`config.mk`:
```
export PLATFORM = sky130hd
export DESIGN_NAME = ddsm_input_stage
export DESIGN_NICKNAME = d
export VERILOG_FILES = /design/src/rtl/ddsm_pkg.sv /design/src/rtl/ddsm_lfsr_dither.sv /design/src/rtl/ddsm_input_stage.sv
export SDC_FILE = /design/constraint.sdc
export NUM_CORES = 1
export LEC_CHECK = 0
export CAP_MARGIN = 20
export CORE_ASPECT_RATIO = 1.1
export CORE_MARGIN = 4
export CORE_UTILIZATION = 30
export DETAILED_ROUTE_END_ITERATION = 8
export HOLD_SLACK_MARGIN = 0.06
export MAX_ROUTING_LAYER = met4
export PLACE_DENSITY = 0.65
export SYNTH_ARGS = -nofsm -noshare
export SYNTH_HDL_FRONTEND = slang
export SYNTH_SLANG_ARGS = --single-unit
```
`constraint.sdc`:
```
create_clock -name i_clk -period 1.4 [get_ports i_clk]
set_input_delay 0.21 -clock i_clk [delete_from_list [all_inputs] [get_ports i_clk]]
set_output_delay 0.21 -clock i_clk [all_outputs]
set_load 0.01 [all_outputs]
```
`src/rtl/ddsm_pkg.sv`:
```
// rtl/ddsm_pkg.sv - shared DDSM types and constants
package ddsm_pkg;

  typedef enum logic {
    ST_IDLE = 1'b0,
    ST_PEND = 1'b1
  } ddsm_state_t;

  localparam int DDSM_DEF_WIDTH = 16;

  // Dither LFSR: x^15 + x^14 + 1, Fibonacci form
  localparam int LFSR_W      = 15;
  localparam int LFSR_TAP_HI = 14;
  localparam int LFSR_TAP_LO = 13;

endpackage

```
`src/rtl/ddsm_lfsr_dither.sv`:
```
// rtl/ddsm_lfsr_dither.sv - 1-bit LFSR dither source with enable and reset seed
module ddsm_lfsr_dither
  import ddsm_pkg::*;
(
  input  logic              i_clk,
  input  logic              i_rst_n,
  input  logic              i_en,
  input  logic [LFSR_W-1:0] i_seed,
  output logic              o_dither
);

  logic [LFSR_W-1:0] lfsr;
  logic              fb;

  assign fb = lfsr[LFSR_TAP_HI] ^ lfsr[LFSR_TAP_LO];

  always_ff @(posedge i_clk) begin
    if (!i_rst_n) begin
      lfsr     <= i_seed;
      o_dither <= 1'b0;
    end else begin
      // Output samples the pre-shift state, so the seed LSB is the first bit out
      o_dither <= lfsr[0] & i_en;
      if (i_en) begin
        lfsr <= {lfsr[LFSR_W-2:0], fb};
      end
    end
  end

endmodule

```
`src/rtl/ddsm_input_stage.sv`:
```
// rtl/ddsm_input_stage.sv - DDSM front end: FCW handshake, shadow/active registers, dither
module ddsm_input_stage
  import ddsm_pkg::*;
#(
  parameter int                P_WIDTH      = DDSM_DEF_WIDTH,
  parameter int                P_UPD_PERIOD = 8,
  parameter logic [LFSR_W-1:0] P_LFSR_SEED  = 15'h0001
) (
  input  logic               i_clk,
  input  logic               i_rst_n,
  input  logic               i_fcw_valid,
  input  logic [P_WIDTH-1:0] i_fcw,
  output logic               o_fcw_ready,
  input  logic               i_dither_en,
  output logic [P_WIDTH-1:0] o_fcw,
  output logic               o_dither,
  output logic               o_upd_pulse,
  output logic               o_busy
);

  localparam int CW = (P_UPD_PERIOD > 1) ? $clog2(P_UPD_PERIOD) : 1;

  ddsm_state_t        state, state_nxt;
  logic [CW-1:0]      cnt;
  logic [P_WIDTH-1:0] shadow;
  logic               boundary;
  logic               load_shadow;
  logic               xfer;

  assign boundary = (cnt == CW'(P_UPD_PERIOD - 1));

  always_ff @(posedge i_clk) begin
    if (!i_rst_n) begin
      cnt <= '0;
    end else if (boundary) begin
      cnt <= '0;
    end else begin
      cnt <= cnt + CW'(1);
    end
  end

  always_ff @(posedge i_clk) begin
    if (!i_rst_n) begin
      state <= ST_IDLE;
    end else begin
      state <= state_nxt;
    end
  end

  // Acceptance only from IDLE, so a word taken on a boundary waits a full period
  always_comb begin
    state_nxt   = state;
    o_fcw_ready = 1'b0;
    load_shadow = 1'b0;
    xfer        = 1'b0;
    case (state)
      ST_IDLE: begin
        o_fcw_ready = i_rst_n;
        if (i_fcw_valid) begin
          load_shadow = 1'b1;
          state_nxt   = ST_PEND;
        end
      end
      ST_PEND: begin
        if (boundary) begin
          xfer      = 1'b1;
          state_nxt = ST_IDLE;
        end
      end
      default: state_nxt = ST_IDLE;
    endcase
  end

  always_ff @(posedge i_clk) begin
    if (!i_rst_n) begin
      shadow      <= '0;
      o_fcw       <= '0;
      o_upd_pulse <= 1'b0;
    end else begin
      o_upd_pulse <= xfer;
      if (load_shadow) begin
        shadow <= i_fcw;
      end
      if (xfer) begin
        o_fcw <= shadow;
      end
    end
  end

  assign o_busy = (state == ST_PEND);

  ddsm_lfsr_dither u_dither (
    .i_clk    (i_clk),
    .i_rst_n  (i_rst_n),
    .i_en     (i_dither_en),
    .i_seed   (P_LFSR_SEED),
    .o_dither (o_dither)
  );

endmodule

```
# After elaboration in Yosys (flattened, before gate mapping)
# Cells that the tools add are included.
# word_totals
elab_cells,21
input_bits,20
reg_bits,53
out_inout_bits,20
# op_classes
addsub,1
n_bitwise,4
eq_ne,1
mux,7
n_reduce_logical,1
# op_table
cell,count
1-bit two-way mux,6
"3-bit by 1-bit adder with 3-bit output, second input constant",1
"3-bit == test, second input constant",1
1-bit inverter,2
1-bit case mux with 2 select lines,1
2-bit OR reduction,1
1-bit bitwise AND,1
1-bit bitwise XOR,1

# Depth between registers and ports, before layout
# Gate-level depths: netlist of run 1.
# depth
depth_word,3
depth_mapped,7
ltp_nobuf,5

# Cells and area by module
# A second synthesis of run 1 with hierarchy kept.
# unflattened
cells_unflattened,177
area_unflattened_um2,2129.5
# by_module_without_submodules
mod,seq_area_each_um2,cells_per_inst,area_per_inst_um2,n_inst
ddsm_input_stage,740.7,140,1422.6,1
ddsm_lfsr_dither,470.5,37,706.9,1

# Worst setup path before layout of run 1
# OpenSTA, ideal clock, no wires.
# synth_timing
path_kind,register to register
from,register cnt[0]
to,register o_fcw[7]
arrival_ps,1246
n_path_buf,2
synth_period_minus_slack_ps,1364
path_stages_with_launch,8
setup_time_ps,118
required_ps,1282
path_slack_ps,36
path_cell_list,dfxtp_1 -> ha_1 -> ha_1 -> and2_2 -> buf_6 -> buf_12 -> nand2_1 -> a21boi_2
# synth_between
elab_chain_cells,3
# synth_lines
item,line_no,source
"start, declared",ddsm_input_stage.sv:24,logic [CW-1:0] cnt;
"start signal, assigned",ddsm_input_stage.sv:38,cnt <= cnt + CW'(1);
3-bit == test,ddsm_input_stage.sv:30,assign boundary = (cnt == CW'(P_UPD_PERIOD - 1));
1-bit two-way mux,ddsm_input_stage.sv:65,if (boundary) begin
1-bit two-way mux,ddsm_input_stage.sv:56,case (state)
"end signal, assigned",ddsm_input_stage.sv:85,o_fcw <= shadow;
"end, declared",ddsm_input_stage.sv:15,"output logic [P_WIDTH-1:0] o_fcw,"
# No other way between the ends.
# A chain may end at the register's enable or synchronous reset.

# Final worst setup path of run 1
# layout_timing
from,register o_fcw[10]
to,output port o_fcw[10]
# No word-level cell between the ends.

==> parameters.txt, run 1 <==
Parameter                              Value

Cells and area
  Area of all placed cells without fillers ... around 2700 µm²
  Nets@finish ... ~270
  Layout Utilization ... 0.3980
  Antenna Cells ... 0
  Most common library cell in the layout ignoring fill and taps ... nand2_1
  Synthesis-to-finish area growth ... 27.52%
  Most used cells in the layout excluding fill and tap cells ... 65 x nand2_1, 53 x dfxtp_1, 21 x clkdlybuf4s50_1, 19 x a21boi_2
  Ratio of cells with drive above 1 in the final layout ... 0.1566

Global routing
  Busiest metal layer after global routing ... met2
  Total congestion overflow after global routing ... 0
  GRT Resource Usage Total ... 0.09498
  Largest net degree at the start of global routing ... 54
  Number of global-route vias before repair ... 1354
  Met1 Track Usage GR ... 0.1026
  Global-route wire length before repair ... ~6000 µm
  Met2 capacity usage during global routing ... 0.1627
  Number of antenna violations at the first check in global routing ... 0
  Met3 Usage GRT ... 0.02506

Setup path
  Critical path's largest stage delay ... ~530 ps
  Highest fanout seen on the critical path ... 2
  Logic depth of the worst register-to-register path ... 5
  Cell type group with the largest total delay on the critical path ... buffers and inverters
  Cell at the slowest stage of the critical path ... clkdlybuf4s50_1
  Number of logic stages on the critical path including buffering ... 1
  Required time at the worst-slack endpoint ... ~1200 ps
  Count of buffer and inverter cells on the critical path ... 1
  CP Data Arrival Time ... between 1000 and 1500 ps
  Worst Setup Path Type ... reg2out
  Cells along the critical path ... clkdlybuf4s50_1
  Critical path launch point type ... flop
  Endpoint type of the worst setup path ... output pin

Timing
  Worst-margin pin slew ... slightly above 400 ps
  Fraction of the cycle the final worst path needs ... 0.9710
  Count of endpoints failing setup in the final report ... 0
  Final Skew ... 4.246 ps
  Minimum period implied by the final worst setup slack ... 1359 ps
  Final max-slew violation count ... 0
  TNS Setup ... 0 ps
  Top achievable clock speed ... around 0.74 GHz
  Unrepaired setup endpoints after global routing ... no
  Normalized max-slew margin ... 0.7303
  Final hold violation count ... 0
  Minimum setup slack in the final design ... just over 40 ps

Clock network
  Hold buffer count at cts ... 0
  H-tree Lvls ... 2
  TritonCTS clock tree ... done
  Number of buffers created by CTS ... 5
  Maximum buffer depth of the clock tree ... 2
  Clock transition time at the flip-flop clock pins of the worst setup and hold paths ... around 80 ps
  Buffer type at the clock tree root ... clkbuf_8
  Sink Count ... between 50 and 60
  Clock latency at the later pin of the worst-skew pair ... between 200 and 300 ps

Logic synthesis
  Area share of the leading cell type in the synthesized netlist ... 0.5096
  Leading cell types by total area after synthesis ... dfxtp_1 51%, nand2_1 12%, a21boi_2 10%
  Cell type contributing the most total cell area after synthesis ... dfxtp_1
  Sequential-to-total area share from yosys stat ... 0.5096
  Total of flip-flops plus latches after synthesis ... 53
  Yosys warnings ... 0
  Count of flip-flops with a built-in enable after synthesis ... 0
  Area of the mapped netlist ... about 2100 µm²
  Cell variety after synth ... 21
  Synthesized area per cell ... around 10 µm²
  Gate count of the mapped netlist ... about 210
  Synth Net Count ... between 200 and 250
  FFs w/ async S/R, synth ... 0
  Predominant post-synthesis flop cell ... dfxtp_1

Floorplanning
  Count of pins on the block boundary ... 40
  Die ar. ... 8338 µm²
  Die Ht ... about 95 µm
  Die Span X ... about 87 µm
  Initial Util ... 0.3121
  Core region area ... ~6700 µm²
  Row cnt ... 31

Route
  First-pass iteration count of the detailed router ... 3
  Post-route DRC violation count ... 0
  First DRT Iteration DRCs ... 56
  Vias/cell ... between 4 and 5
  Via count of the routed design ... 1433
  Routed wire length ... between 3000 and 4000 µm
  Post-route antenna net violation count ... 0
  Wire length per cell after detailed routing ... ~12 µm

Placed design
  Number of buffers inserted by port buffering ... 39
  Last weighted congestion value of the routability-driven placer ... approximately 0.67
  Placed cell area ... ~2600 µm²
  Placement-stage worst setup slack ... -158.2 ps
  Hpwl dp ... 2449 µm

Outcome
  Result of the run ... completed

Worst hold path
  Classification of the worst-slack hold path ... reg2reg
  Number of cells traversed by the worst hold path ... 1

Pwr
  Internal power ... ~2.1 mW
  Static leakage power ... ~1.1 nW
  Clock network fraction of design power ... 0.316
  Largest vdd supply drop ... 0.6449 mV
  Part of the power in combinational logic ... 0.088
  Net Sw Frac ... 0.2107
  Power per cell area ... approximately 990 nW/µm²
  Proportion of power drawn by flip-flops and latches ... 0.596
  Switching power ... between 0.5 and 0.6 mW

Run
  Total of max-cap violations ... 0
registers in the layout, indices dropped and copies added, names as in the netlist:
name,count
u_dither.lfsr,15
o_busy,1
o_fcw,16
u_dither.o_dither,1
shadow,16
cnt,3
o_upd_pulse,1
metal layers:
metal | vias up | part of all wire
met1 | 651 | 0.45
met5 | - | 0
met2 | 24 | 0.49
li1 | 754 | -
met4 | 0 | 0.018
met3 | 4 | 0.037
cell usage after synthesis, types with 2 or more instances:
cell type,instances
and3b_1,2
clkbuf_1,5
buf_4,4
mux2i_1,15
nor2b_1,15
a21boi_0,13
buf_6,4
a21boi_2,19
nand2_1,66
dfxtp_1,53
ha_1,2
metrics by stage:
step | hold WS [ps] | power, mW | cells
floorplan | 354.8 | 1.744 | 208
global placement | 416.6 | 1.838 | 323
detailed placement | 419.0 | 1.842 | 323
CTS | 431.9 | 2.678 | 330
global route | 460.0 | 2.752 | 331
finish | 434.5 | 2.635 | 331
logic make-up (layout without fill, tap and decap cells):
| kind of cell | count (synthesis) | in the layout | share of synthesized area |
|---|---|---|---|
| XOR/XNOR | 1 | 1 | 0.004207 |
| flip-flops | 53 | 53 | 0.5096 |
| adder cells (fa/ha/maj) | 2 | 2 | 0.01202 |
| AO/OA/AOI/OAI | 33 | 33 | 0.1520 |
| buffers and inverters | 14 | 54 | 0.05469 |
| multiplexers | 15 | 15 | 0.07211 |
| AND/OR/NAND/NOR | 90 | 91 | 0.1953 |
worst paths after layout:
path             start         to  slack (ps)
max          o_fcw[10]  o_fcw[10]          40
min             cnt[0]     cnt[0]         430
min reg2reg     cnt[0]     cnt[0]         430
max reg2reg     cnt[0]   o_fcw[6]          80
power by group through the flow:
stage / Combinational (mW) / Sequential, mW / Clock [mW]
floorplan: 0.140 / 1.60 / 0
detailed placement: 0.237 / 1.60 / 0
finish: 0.232 / 1.57 / 0.834
global route: 0.258 / 1.57 / 0.921
CTS: 0.235 / 1.57 / 0.875
global placement: 0.234 / 1.60 / 0
cell type report:
class / instances / area, µm²
timing repair buffer: 47 / 484.2
multi-input combinational: 142 / 920.9
clock buffer: 7 / 86.33
sequential: 53 / 1061
tap: 82 / 102.6
fill: 686 / 4016
what timing repair did:
action / CTS / global route
endpoints found under the setup margin: 15 / 10
gates resized for setup: 14 / 7
buffers inserted: 0 / 0
gates cloned: 0 / 1
(Power assumes the default switching activity.)
==> run 2: changes to the inputs <==
--- a/config.mk
+++ b/config.mk
@@ -5,9 +5,10 @@
 export SDC_FILE = /design/constraint.sdc
 export NUM_CORES = 1
 export LEC_CHECK = 0
+export ABC_CLOCK_PERIOD_IN_PS = 1400
 export CAP_MARGIN = 20
 export CORE_ASPECT_RATIO = 1.1
-export CORE_MARGIN = 4
+export CORE_MARGIN = 5
 export CORE_UTILIZATION = 30
 export DETAILED_ROUTE_END_ITERATION = 8
 export HOLD_SLACK_MARGIN = 0.06
==> constraint.sdc (replaced) <==
create_clock -name i_clk -period 1.4 [get_ports i_clk]
set_input_delay 0.28 -clock i_clk [delete_from_list [all_inputs] [get_ports i_clk]]
set_output_delay 0.28 -clock i_clk [all_outputs]
set_load 0.01 [all_outputs]
==> run 2 against run 1 <==
  * Register-to-register slack better by 40 ps
  * Largest power group unchanged
  * Clock power is 41% higher
  * Highest routed layer unchanged
  * Critical path depth is 2 higher
  * Global-route usage is 0.29 points higher
==> parameters.txt, run 2 (synthesis results as in run 1) <==
Parameter                              Value

Timing
  Count of endpoints failing setup in the final report ... 0
  Final max-slew violation count ... 0
  Normalized max-slew margin ... 0.7308
  Fraction of the cycle the final worst path needs ... 0.9875
  Minimum period implied by the final worst setup slack ... roughly 1400 ps
  TNS Setup ... 0 ps
  Final Skew ... ~4.3 ps
  Top achievable clock speed ... between 0.7 and 0.8 GHz
  Final worst hold slack ... ~440 ps
  Final hold violation count ... 0
  Unrepaired setup endpoints after global routing ... no
  Worst-margin pin slew ... 403.8 ps

Setup path
  Worst Setup Path Type ... in2out
  Highest fanout seen on the critical path ... 2
  CP Data Arrival Time ... roughly 1100 ps
  Worst-case register-to-register setup slack ... about 120 ps
  Setup crit end ... o_fcw_ready
  Endpoint type of the worst setup path ... output pin
  Critical path launch point type ... primary input
  Logic depth of the worst register-to-register path ... 6
  Required time at the worst-slack endpoint ... about 1100 ps
  Launching element of the worst setup path ... i_rst_n
  Critical path's largest stage delay ... approximately 410 ps
  Cell at the slowest stage of the critical path ... clkdlybuf4s50_1
  Cells along the critical path ... clkdlybuf4s50_1 -> and2b_2 -> clkdlybuf4s15_2
  Worst r2r src ... cnt[0]
  End of the worst register-to-register path ... o_fcw[6]

Global routing
  Total congestion overflow after global routing ... 0
  Global-route wire length before repair ... approximately 6500 µm
  GRT Resource Usage Total ... 0.09784
  Number of global-route vias before repair ... approximately 1500
  Largest net degree at the start of global routing ... 54
  Number of antenna violations at the first check in global routing ... 0

Clock network
  Maximum buffer depth of the clock tree ... 2
  Number of buffers created by CTS ... 5
  Number of buffers added for setup after CTS ... 0
  Clock latency at the later pin of the worst-skew pair ... approximately 300 ps
  Hold buffer count at cts ... 0
  Sink Count ... 53
  H-tree Lvls ... 2
  Clock transition time at the flip-flop clock pins of the worst setup and hold paths ... 90 ps
  Buffer type at the clock tree root ... clkbuf_8
  TritonCTS clock tree ... done

Cells and area
  Nets@finish ... around 270
  Layout filler cell count ... slightly above 700
  Most common library cell in the layout ignoring fill and taps ... nand2_1
  Synthesis-to-finish area growth ... 28.73%
  Antenna Cells ... 0
  Most used cells in the layout excluding fill and tap cells ... 65 x nand2_1, 52 x dfxtp_1, 19 x a21boi_2, 19 x clkdlybuf4s50_1, 19 x dlygate4sd2_1
  Registers with the most flip-flops ... o_fcw (16), shadow (16), u_dither.lfsr (15)
  Ratio of cells with drive above 1 in the final layout ... 0.1753

Placed design
  Last weighted congestion value of the routability-driven placer ... between 0.6 and 0.7
  Number of buffers inserted by port buffering ... 39
  Hpwl dp ... approximately 2500 µm

Worst hold path
  Classification of the worst-slack hold path ... reg2reg

Route
  Via count of the routed design ... roughly 1400
  Post-route antenna net violation count ... 0
  First-pass iteration count of the detailed router ... 2
  First DRT Iteration DRCs ... 60
  Post-route DRC violation count ... 0
  Vias/cell ... roughly 4.3
  Routed wire length ... 3882 µm
  Wire length per cell after detailed routing ... roughly 12 µm

Pwr
  Net Sw Frac ... 0.1976
  Largest vdd supply drop ... between 0.4 and 0.5 mV
  Switching power ... 0.5901 mW
  Power per cell area ... about 1100 nW/µm²
  Part of the power in combinational logic ... 0.078
  Proportion of power drawn by flip-flops and latches ... 0.526
  Static leakage power ... approximately 1.1 nW
  Internal power ... between 2 and 2.5 mW
  Clock network fraction of design power ... 0.396

Floorplanning
  Die Ht ... about 97 µm
  Count of pins on the block boundary ... 40
  Initial Util ... 0.3121
  Row cnt ... 31
  Core region area ... between 6000 and 7000 µm²
  Die Span X ... between 80 and 90 µm
  Die ar. ... about 8700 µm²

Run
  Total of max-cap violations ... 0

Outcome
  Result of the run ... completed
run 2: cell types whose count changed in the layout (fill, tap and decap cells not counted), sizes merged:
cell           change
buf                +1
clkbuf             -2
dlygate4sd2        +6
clkinv             +1
bufinv             +2
dlymetal6s2s       -5
clkdlybuf4s15      +1
clkdlybuf4s50      -2
run 2: worst min path at each step:
stage	from	end	slack [ps]	depth (start not counted)
5_1_grt	cnt[0]	cnt[0]	470	1
3_3_place_gp	cnt[0]	cnt[0]	410	1
6_report	cnt[0]	cnt[0]	440	1
2_1_floorplan	cnt[0]	cnt[0]	400	1
3_5_place_dp	cnt[0]	cnt[0]	430	1
4_1_cts	cnt[0]	cnt[0]	440	1
run 2: final cells by class:
class	instances	area [µm²]	share of cell area
flip-flops and latches	53	1062	0.3964
multi-input cells	142	920.9	0.3436
repair buffers	48	460.4	0.1718
well taps	82	102.6	0.03828
clock buffers	5	68.82	0.02568
clock inverters	3	65.06	0.02428
run 2: layer usage:
layer / GRT usage / routed length, µm / share of wire / up-vias
met5: - / 0 / 0 / -
met4: 0.03780 / 66 / 0.017 / 0
met3: 0.03223 / 167 / 0.043 / 6
met2: 0.1583 / 1893 / 0.49 / 23
met1: 0.1100 / 1754 / 0.45 / 656
li1: - / - / - / 752
run 2: metrics by stage:
step | instance area, µm² | util | power [mW] | cells | setup WS (ps)
CTS | 2666 | 0.3997 | 3.045 | 332 | 10.68
detailed placement | 2554 | 0.3828 | 1.843 | 324 | -297.9
global route | 2680 | 0.4017 | 3.121 | 333 | 1.433
floorplan | 2082 | - | 1.744 | 208 | 36.08
finish | 2680 | 0.4017 | 2.986 | 333 | 17.48
global placement | 2554 | 0.3828 | 1.839 | 324 | -300.8
run 2: worst max-delay path: cells and delay by family:
kind	cells	cell delay [ps]
buffers and inverters	2	630
and+or+nand+nor	1	190
run 2: power groups by stage:
stage | Combinational (mW) | Sequential [mW] | Clock [mW]
2_1_floorplan | 0.140 | 1.60 | 0
3_3_place_gp | 0.235 | 1.60 | 0
6_report | 0.233 | 1.57 | 1.18
4_1_cts | 0.236 | 1.57 | 1.24
5_1_grt | 0.259 | 1.58 | 1.29
3_5_place_dp | 0.237 | 1.61 | 0
run 2: timing repair:
| action | in CTS | in global routing |
|---|---|---|
| pin swaps | 0 | 0 |
| endpoints found under the setup margin | 23 | 15 |
| gates resized for setup | 23 | 3 |
| gates cloned | 0 | 1 |
==> run 3: changes to the inputs <==
--- a/config.mk
+++ b/config.mk
@@ -9,11 +9,11 @@
 export CAP_MARGIN = 20
 export CORE_ASPECT_RATIO = 1.1
 export CORE_MARGIN = 5
-export CORE_UTILIZATION = 30
+export CORE_UTILIZATION = 46
 export DETAILED_ROUTE_END_ITERATION = 8
 export HOLD_SLACK_MARGIN = 0.06
 export MAX_ROUTING_LAYER = met4
-export PLACE_DENSITY = 0.65
+export PLACE_DENSITY = 0.87
 export SYNTH_ARGS = -nofsm -noshare
 export SYNTH_HDL_FRONTEND = slang
 export SYNTH_SLANG_ARGS = --single-unit
==> run 3 against run 2 <==
  * Clock skew increased by 1.6 ps
  * Die area decreased by 31%
  * Sequential share of layout area increased by 1.2 points
  * Clock power decreased by 23%
  * Sequential power about the same
  * Cell count decreased by 9.0%
  * Critical path depth increased by 3
  * Total power decreased by 9.3%
  * Non-clock buffer count decreased by 1
  * Core utilization increased by 20 points
==> parameters.txt, run 3 (synthesis results as in run 1) <==
Parameter                              Value

Clock network
  Number of buffers added for setup after CTS ... 0
  TritonCTS clock tree ... done
  Number of buffers created by CTS ... 5
  Buffer type at the clock tree root ... clkbuf_8
  H-tree Lvls ... 2
  Maximum buffer depth of the clock tree ... 2
  Sink Count ... 53
  Clock latency at the later pin of the worst-skew pair ... approximately 300 ps
  Clock transition time at the flip-flop clock pins of the worst setup and hold paths ... about 90 ps

Cells and area
  Layout Utilization ... 0.5977
  Synthesis-to-finish area growth ... 24.82%
  Ratio of cells with drive above 1 in the final layout ... 0.1606
  Most common library cell in the layout ignoring fill and taps ... nand2_1
  Nets@finish ... 270
  Antenna Cells ... 0
  Post-route non-filler standard cell count ... between 300 and 400
  Area of all placed cells without fillers ... approximately 2600 µm²
  Most used cells in the layout excluding fill and tap cells ... 66 x nand2_1, 52 x dfxtp_1, 19 x a21boi_2, 19 x clkdlybuf4s50_1, 19 x dlygate4sd2_1
  Registers with the most flip-flops ... o_fcw (16), shadow (16), u_dither.lfsr (15)

Global routing
  Number of antenna violations at the first check in global routing ... 0
  Global-route wire length before repair ... roughly 6400 µm
  Largest net degree at the start of global routing ... 54
  Number of global-route vias before repair ... 1490
  GRT Resource Usage Total ... 0.1435
  Total congestion overflow after global routing ... 0

Floorplanning
  Initial Util ... 0.4788
  Die Span X ... 74.15 µm
  Count of pins on the block boundary ... 40
  Die ar. ... roughly 6000 µm²
  Die Ht ... approximately 80 µm
  Row cnt ... 25
  Core region area ... between 4000 and 5000 µm²

Timing
  Fraction of the cycle the final worst path needs ... 0.9330
  Final hold violation count ... 0
  Minimum setup slack in the final design ... roughly 94 ps
  Top achievable clock speed ... ~0.77 GHz
  Worst-margin pin slew ... roughly 370 ps
  Minimum period implied by the final worst setup slack ... roughly 1300 ps
  Final Skew ... between 5 and 6 ps
  Count of endpoints failing setup in the final report ... 0
  Unrepaired setup endpoints after global routing ... no
  TNS Setup ... 0 ps
  Final max-slew violation count ... 0
  Normalized max-slew margin ... 0.7520
  Final worst hold slack ... 423.6 ps

Setup path
  Setup crit end ... o_fcw[1]
  Required time at the worst-slack endpoint ... around 1600 ps
  CP Data Arrival Time ... between 1500 and 2000 ps
  Logic depth of the worst register-to-register path ... 6
  End of the worst register-to-register path ... o_fcw[1]
  Worst-case register-to-register setup slack ... 90 ps
  Critical path launch point type ... flop
  Highest fanout seen on the critical path ... 16
  Endpoint type of the worst setup path ... flop
  Worst Setup Path Type ... reg2reg
  Launching element of the worst setup path ... cnt[0]
  Worst r2r src ... cnt[0]

Route
  Via count of the routed design ... around 1500
  Routed wire length ... roughly 3700 µm
  First-pass iteration count of the detailed router ... 4
  Post-route DRC violation count ... 0
  First DRT Iteration DRCs ... 55
  Wire length per cell after detailed routing ... 12.17 µm
  Vias/cell ... approximately 4.8
  Post-route antenna net violation count ... 0

Placed design
  Placement-stage worst setup slack ... -294.3 ps
  Placed cell area ... roughly 2500 µm²
  Cell count after placement ... 295
  Hpwl dp ... roughly 2500 µm
  Last weighted congestion value of the routability-driven placer ... 0.6739
  Number of buffers inserted by port buffering ... 39

Worst hold path
  Hold Path Origin ... cnt[0]
  Classification of the worst-slack hold path ... reg2reg

Pwr
  Power per cell area ... roughly 1000 nW/µm²
  Largest vdd supply drop ... 0.5598 mV
  Static leakage power ... between 1 and 1.5 nW
  Total power ... between 2 and 3 mW

Run
  Total of max-cap violations ... 0

Outcome
  Result of the run ... completed
## run 3: cell count changes in the layout (fill, tap and decap cells not counted), sizes merged
cell / before / now
and2: 2 / 1
clkbuf: 5 / 7
bufinv: 2 / 0
clkdlybuf4s15: 1 / 0
## run 3: worst min-delay path by stage
stage               endpoint  slack, ps  cells past startpoint
floorplan             cnt[0]        400                      1
global placement      cnt[0]        410                      1
detailed placement    cnt[0]        420                      1
CTS                   cnt[0]        430                      1
global route          cnt[0]        450                      1
finish                cnt[0]        420                      1
## run 3: critical path, stage by stage, from the launching register on
cell      delay [ps]
dfxtp_1          320
ha_1             200
ha_1             210
nand2_1          120
buf_12           150
nand2_1           60
a21boi_0         170
## run 3: what timing repair did
action / in CTS / in global routing
setup endpoints to repair: 31 / 3
hold buffers: 0 / 0
gates resized for setup: 23 / 4
## run 3: area by class of cell
| cell class | count | area, µm² |
|---|---|---|
| Sequential cell | 53 | 1062 |
| Timing Repair Buffer | 47 | 459.2 |
| Multi-Input combinational cell | 141 | 908.4 |
| Clock inverter | 1 | 5.005 |
| Clock buffer | 7 | 96.34 |
| Fill cell | 409 | 1749 |
| Tap cell | 54 | 67.56 |
## run 3: routing by layer
layer	GRT usage	share of wire	routed length, µm	up-vias
met4	0.05616	0.015	55	0
met2	0.2527	0.53	1940	33
li1	-	-	-	749
met1	0.1501	0.41	1519	662
met5	-	0	0	-
met3	0.03880	0.047	173	10
## run 3: power by group
group          total (mW)  switching (mW)  internal [mW]
Clock               0.908           0.460          0.447
Combinational       0.230          0.0932          0.137
Sequential           1.57          0.0199           1.55
Total                2.71           0.573           2.13
==> RTL change 1 (flow settings as in run 3) <==
The package constant `DDSM_DEF_WIDTH` goes from 16 to 32.
--- a/src/rtl/ddsm_pkg.sv
+++ b/src/rtl/ddsm_pkg.sv
@@ -7,5 +7,5 @@
   } ddsm_state_t;
 
-  localparam int DDSM_DEF_WIDTH = 16;
+  localparam int DDSM_DEF_WIDTH = 32;
 
   // Dither LFSR: x^15 + x^14 + 1, Fibonacci form
Ports: changed (resized i_fcw and o_fcw); port bits go from 40 to 72. The function was not compared with the original's and may differ.
==> RTL change 1 against run 3 <==
Sequential cell count up 32; combinational power increased by 56%; final cell count rose by 68%; wire length increased by 82%; setup slack lost 60 ps; area after synthesis is 54% higher; critical path depth stayed put; final area grew 63%; sequential power up 61%; core utilization increased by 1.7 points; total power grew 77%; critical path type unchanged; largest cell class unchanged.
==> RTL change 1: results (changes against run 3) <==
[outcome]
run_status = complete, no violations

[place]
dp.cells = 489  ; +66%
hpwl_mm = 4.31  ; +71%
port_buffers = 71  ; +82%
gp_congestion = 0.742  ; +10%

[layout]
fin_cells = 508  ; +68%
buf_share = 0.197  ; +0.0203
seqCellArea_sq_mm = 0.00170  ; +60%
clkCellAreaFrac = 0.0523  ; +0.0133
num-multi-input-gates = 237  ; +68%
fillers = 583  ; +43%
fin_nets = 455  ; +69%
multiInputGateArea_sq_mm = 0.00137  ; +51%
num-clock-buffers = 10  ; +3
top_regs = o_fcw (32), shadow (32), u_dither.lfsr (15)
antennaDiodeCount = 1  ; +1
buffers = 84  ; +79%
drive_gt1_frac = 0.109  ; -0.0516

[sta]
fin_hold_ws_ps = 448  ; +24.0 ps
max-slew-margin-rel = 0.575  ; -0.177
finClkSkew_ps = 10.6  ; +4.64 ps

[pwr]
power_frac_seq = 0.526  ; -0.054
peakVddDrop_mv = 0.595  ; +6.2%
comb-power_uw = 359  ; +56%
p_leak_uw = 0.00174  ; +62%
p_switching_uw = 1070  ; +87%

[clock_network]
cts_buffer_depth = 2  ; unchanged
cts_resized = 44  ; +91%
cts.sinks = 85  ; +60%
clk_latency_ps = 350  ; +50 ps
cts_buffers = 9  ; +4
htree_num_levels = 3  ; +1

[yosys]
syn-num-nets = 385  ; +67%
postSynthCellCount = 347  ; +67%
ys_seq_area_frac = 0.531  ; +0.0212
ys_top_cells_by_area = dfxtp_1, nand2_1, a21boi_0
netlist_top_cells_count = nand2_1, dfxtp_1, a21boi_0, a21boi_1, nor2b_1

[detailed_routing]
vias = 2503  ; +72%
wirelength_mm = 6.73  ; +82%
drt-initial-drc-count = 134  ; +140%
top_layer = met4
wl_met2_mm = 3.34  ; +72%
wl_met1_mm = 2.84  ; +87%
wl_met3_microns = 398  ; +130%

[grt]
gr-usage-met2 = 0.257  ; +0.00466
use_met1 = 0.197  ; +0.0469
grt_max_degree = 86  ; +59%
grt_usage = 0.164  ; +0.0210
grt_antenna_before_repair = 1  ; +1
grt_pass1_vias = 2392  ; +61%
grtUsageMet3 = 0.0348  ; -0.00402
grt_first_pass_wirelength_mm = 10.9  ; +71%

[setup_path]
cp_max_fo = 9  ; -7
slowest_delay_ps = 350  ; +30 ps
r2r_slack_ps = 30  ; -60 ps
worstPathArrival_ps = 1630  ; +100 ps
crit_end = o_fcw[23]

## RTL change 1: changes by cell type in the layout (fill, tap and decap cells not counted), moves of 2 or more
cell	before	now
nor2b_2	0	2
ha_1	2	0
dfxtp_1	52	84
a21boi_1	2	27
a21boi_0	11	29
clkdlybuf4s50_1	19	34
dlygate4sd2_1	19	35
buf_6	0	3
a21boi_2	19	8
nand2_1	66	129
clkbuf_8	7	9
inv_6	0	2
bufinv_16	0	2
## RTL change 1: through the flow
stage                     cell area, sq um  setup slack [ps]  total power [uW]
final                                 4240              34.2              4790
after global placement                3980             -14.5              2920
after CTS                             4180              11.1              4840
after detailed placement              3980             -84.7              2930
after floorplan                       3210              35.3              2770
after global routing                  4240             -53.7              4980
## RTL change 1: cells by family after synthesis
kind of cell	synth area share
AND/OR/NAND/NOR	0.201
AO/OA/AOI/OAI	0.161
flip-flops	0.531
buffers and inverters	0.0500
adder cells (fa/ha/maj)	0.00781
XOR/XNOR	0.00273
multiplexers	0.0468
==> RTL change 2 (settings of run 3) <==
Without the edit above. Reset style: asynchronous (`i_rst_n`), changed in 3 clocked blocks.
--- a/src/rtl/ddsm_input_stage.sv
+++ b/src/rtl/ddsm_input_stage.sv
@@ -30,5 +30,5 @@
   assign boundary = (cnt == CW'(P_UPD_PERIOD - 1));
 
-  always_ff @(posedge i_clk) begin
+  always_ff @(posedge i_clk or negedge i_rst_n) begin
     if (!i_rst_n) begin
       cnt <= '0;
@@ -40,5 +40,5 @@
   end
 
-  always_ff @(posedge i_clk) begin
+  always_ff @(posedge i_clk or negedge i_rst_n) begin
     if (!i_rst_n) begin
       state <= ST_IDLE;
@@ -72,5 +72,5 @@
   end
 
-  always_ff @(posedge i_clk) begin
+  always_ff @(posedge i_clk or negedge i_rst_n) begin
     if (!i_rst_n) begin
       shadow      <= '0;
Formal check against the unedited RTL: differs if i_rst_n is asserted again (counterexample within 4 cycles, from zero or initial values and one cycle with i_rst_n low); with i_rst_n held inactive, the same outputs for 10 cycles.
==> RTL change 2 against run 3 <==
Area after synthesis fell by 2.6%; global-route usage fell by 0.22 points; setup slack got worse by 60 ps; via count is 21% lower; count of clock-buffer cells in the layout grew 1; sequential cell count unchanged; clock skew grew 0.60 ps; final area is 0.24% higher; wire length shrank 3.6%; critical path type unchanged; largest cell class unchanged.
Power is not compared: it rests on default switching activity, and its combinational part moved more than twofold at a synthesized area within 25%.
==> RTL change 2: results (changes against run 3) <==
[min_path]
hold_start = cnt[0]

[yosys]
synth.distinct_cells = 22  ; +4.8%
synth_fa_ha_area_frac = 0.0123  ; +0.000319
ys_seq_area_frac = 0.614  ; +0.105
synth_mux_area_frac = 0.265  ; +0.193
syn_area_per_cell_sq_um = 15.5  ; +55%
syn-num-nets = 153  ; -33%

[sta]
max_freq_ghz = 0.732  ; -4.4%
worst_slew_pin_slew_ps = 367  ; -4.98 ps
finClkSkew_ps = 6.53  ; +0.601 ps

[setup_path]
cp_max_fo = 18  ; +2
worstPathArrival_ps = 1560  ; +30 ps
slowest_delay_ps = 400  ; +80 ps
crit_end = o_fcw[4]
crit_slowest_cell = dfrtp_1
cpLargestDelayFamily = flip-flops

[layout]
drive_gt1_frac = 0.296  ; +0.135
num-multi-input-gates = 71  ; -50%
fin_nets = 200  ; -26%
seqCellArea_sq_mm = 0.00125  ; +17%
multi_input_area_share = 0.285  ; -0.0642
fillers = 318  ; -22%
buffers = 46  ; -2.1%
num-clock-buffers = 8  ; +1

[place]
post-place-ws_ps = -208  ; +86.5 ps
gp_congestion = 0.762  ; +13%

[grt]
grt_pass1_vias = 1312  ; -12%
grt_max_degree = 30  ; -44%
grt_first_pass_wirelength_mm = 6.13  ; -4.2%

[outcome]
run_status = complete, no violations

[detailed_routing]
drtPass1Iterations = 3  ; -1
vias = 1151  ; -21%

-- RTL change 2: cell types whose count changed in the layout (fill, tap and decap cells not counted), moves of 10 or more --
cell | run 3 | this run
mux2_2 | 0 | 22
mux2_4 | 0 | 10
dfrtp_1 | 0 | 37
nand2_1 | 66 | 0
a21boi_0 | 11 | 0
dfxtp_1 | 52 | 16
a21boi_2 | 19 | 0
-- RTL change 2: per-stage QoR --
| stage | area, sq um | power [uW] | hold slack (ps) | util |
|---|---|---|---|---|
| after CTS | 2600 | 3230 | 468 | 0.607 |
| after floorplan | 2040 | 2020 | -15.6 | - |
| after global placement | 2500 | 2290 | 276 | 0.583 |
| after detailed placement | 2500 | 2320 | 282 | 0.583 |
| final | 2610 | 3210 | 456 | 0.608 |
| after global routing | 2610 | 3350 | 475 | 0.608 |
-- RTL change 2: layer usage --
metal,track usage,vias to the layer above,part of all wire
met5,-,-,0
met4,0.0598,0,0.019
met3,0.0327,7,0.049
met2,0.223,29,0.50
met1,0.174,573,0.43
li1,-,542,-
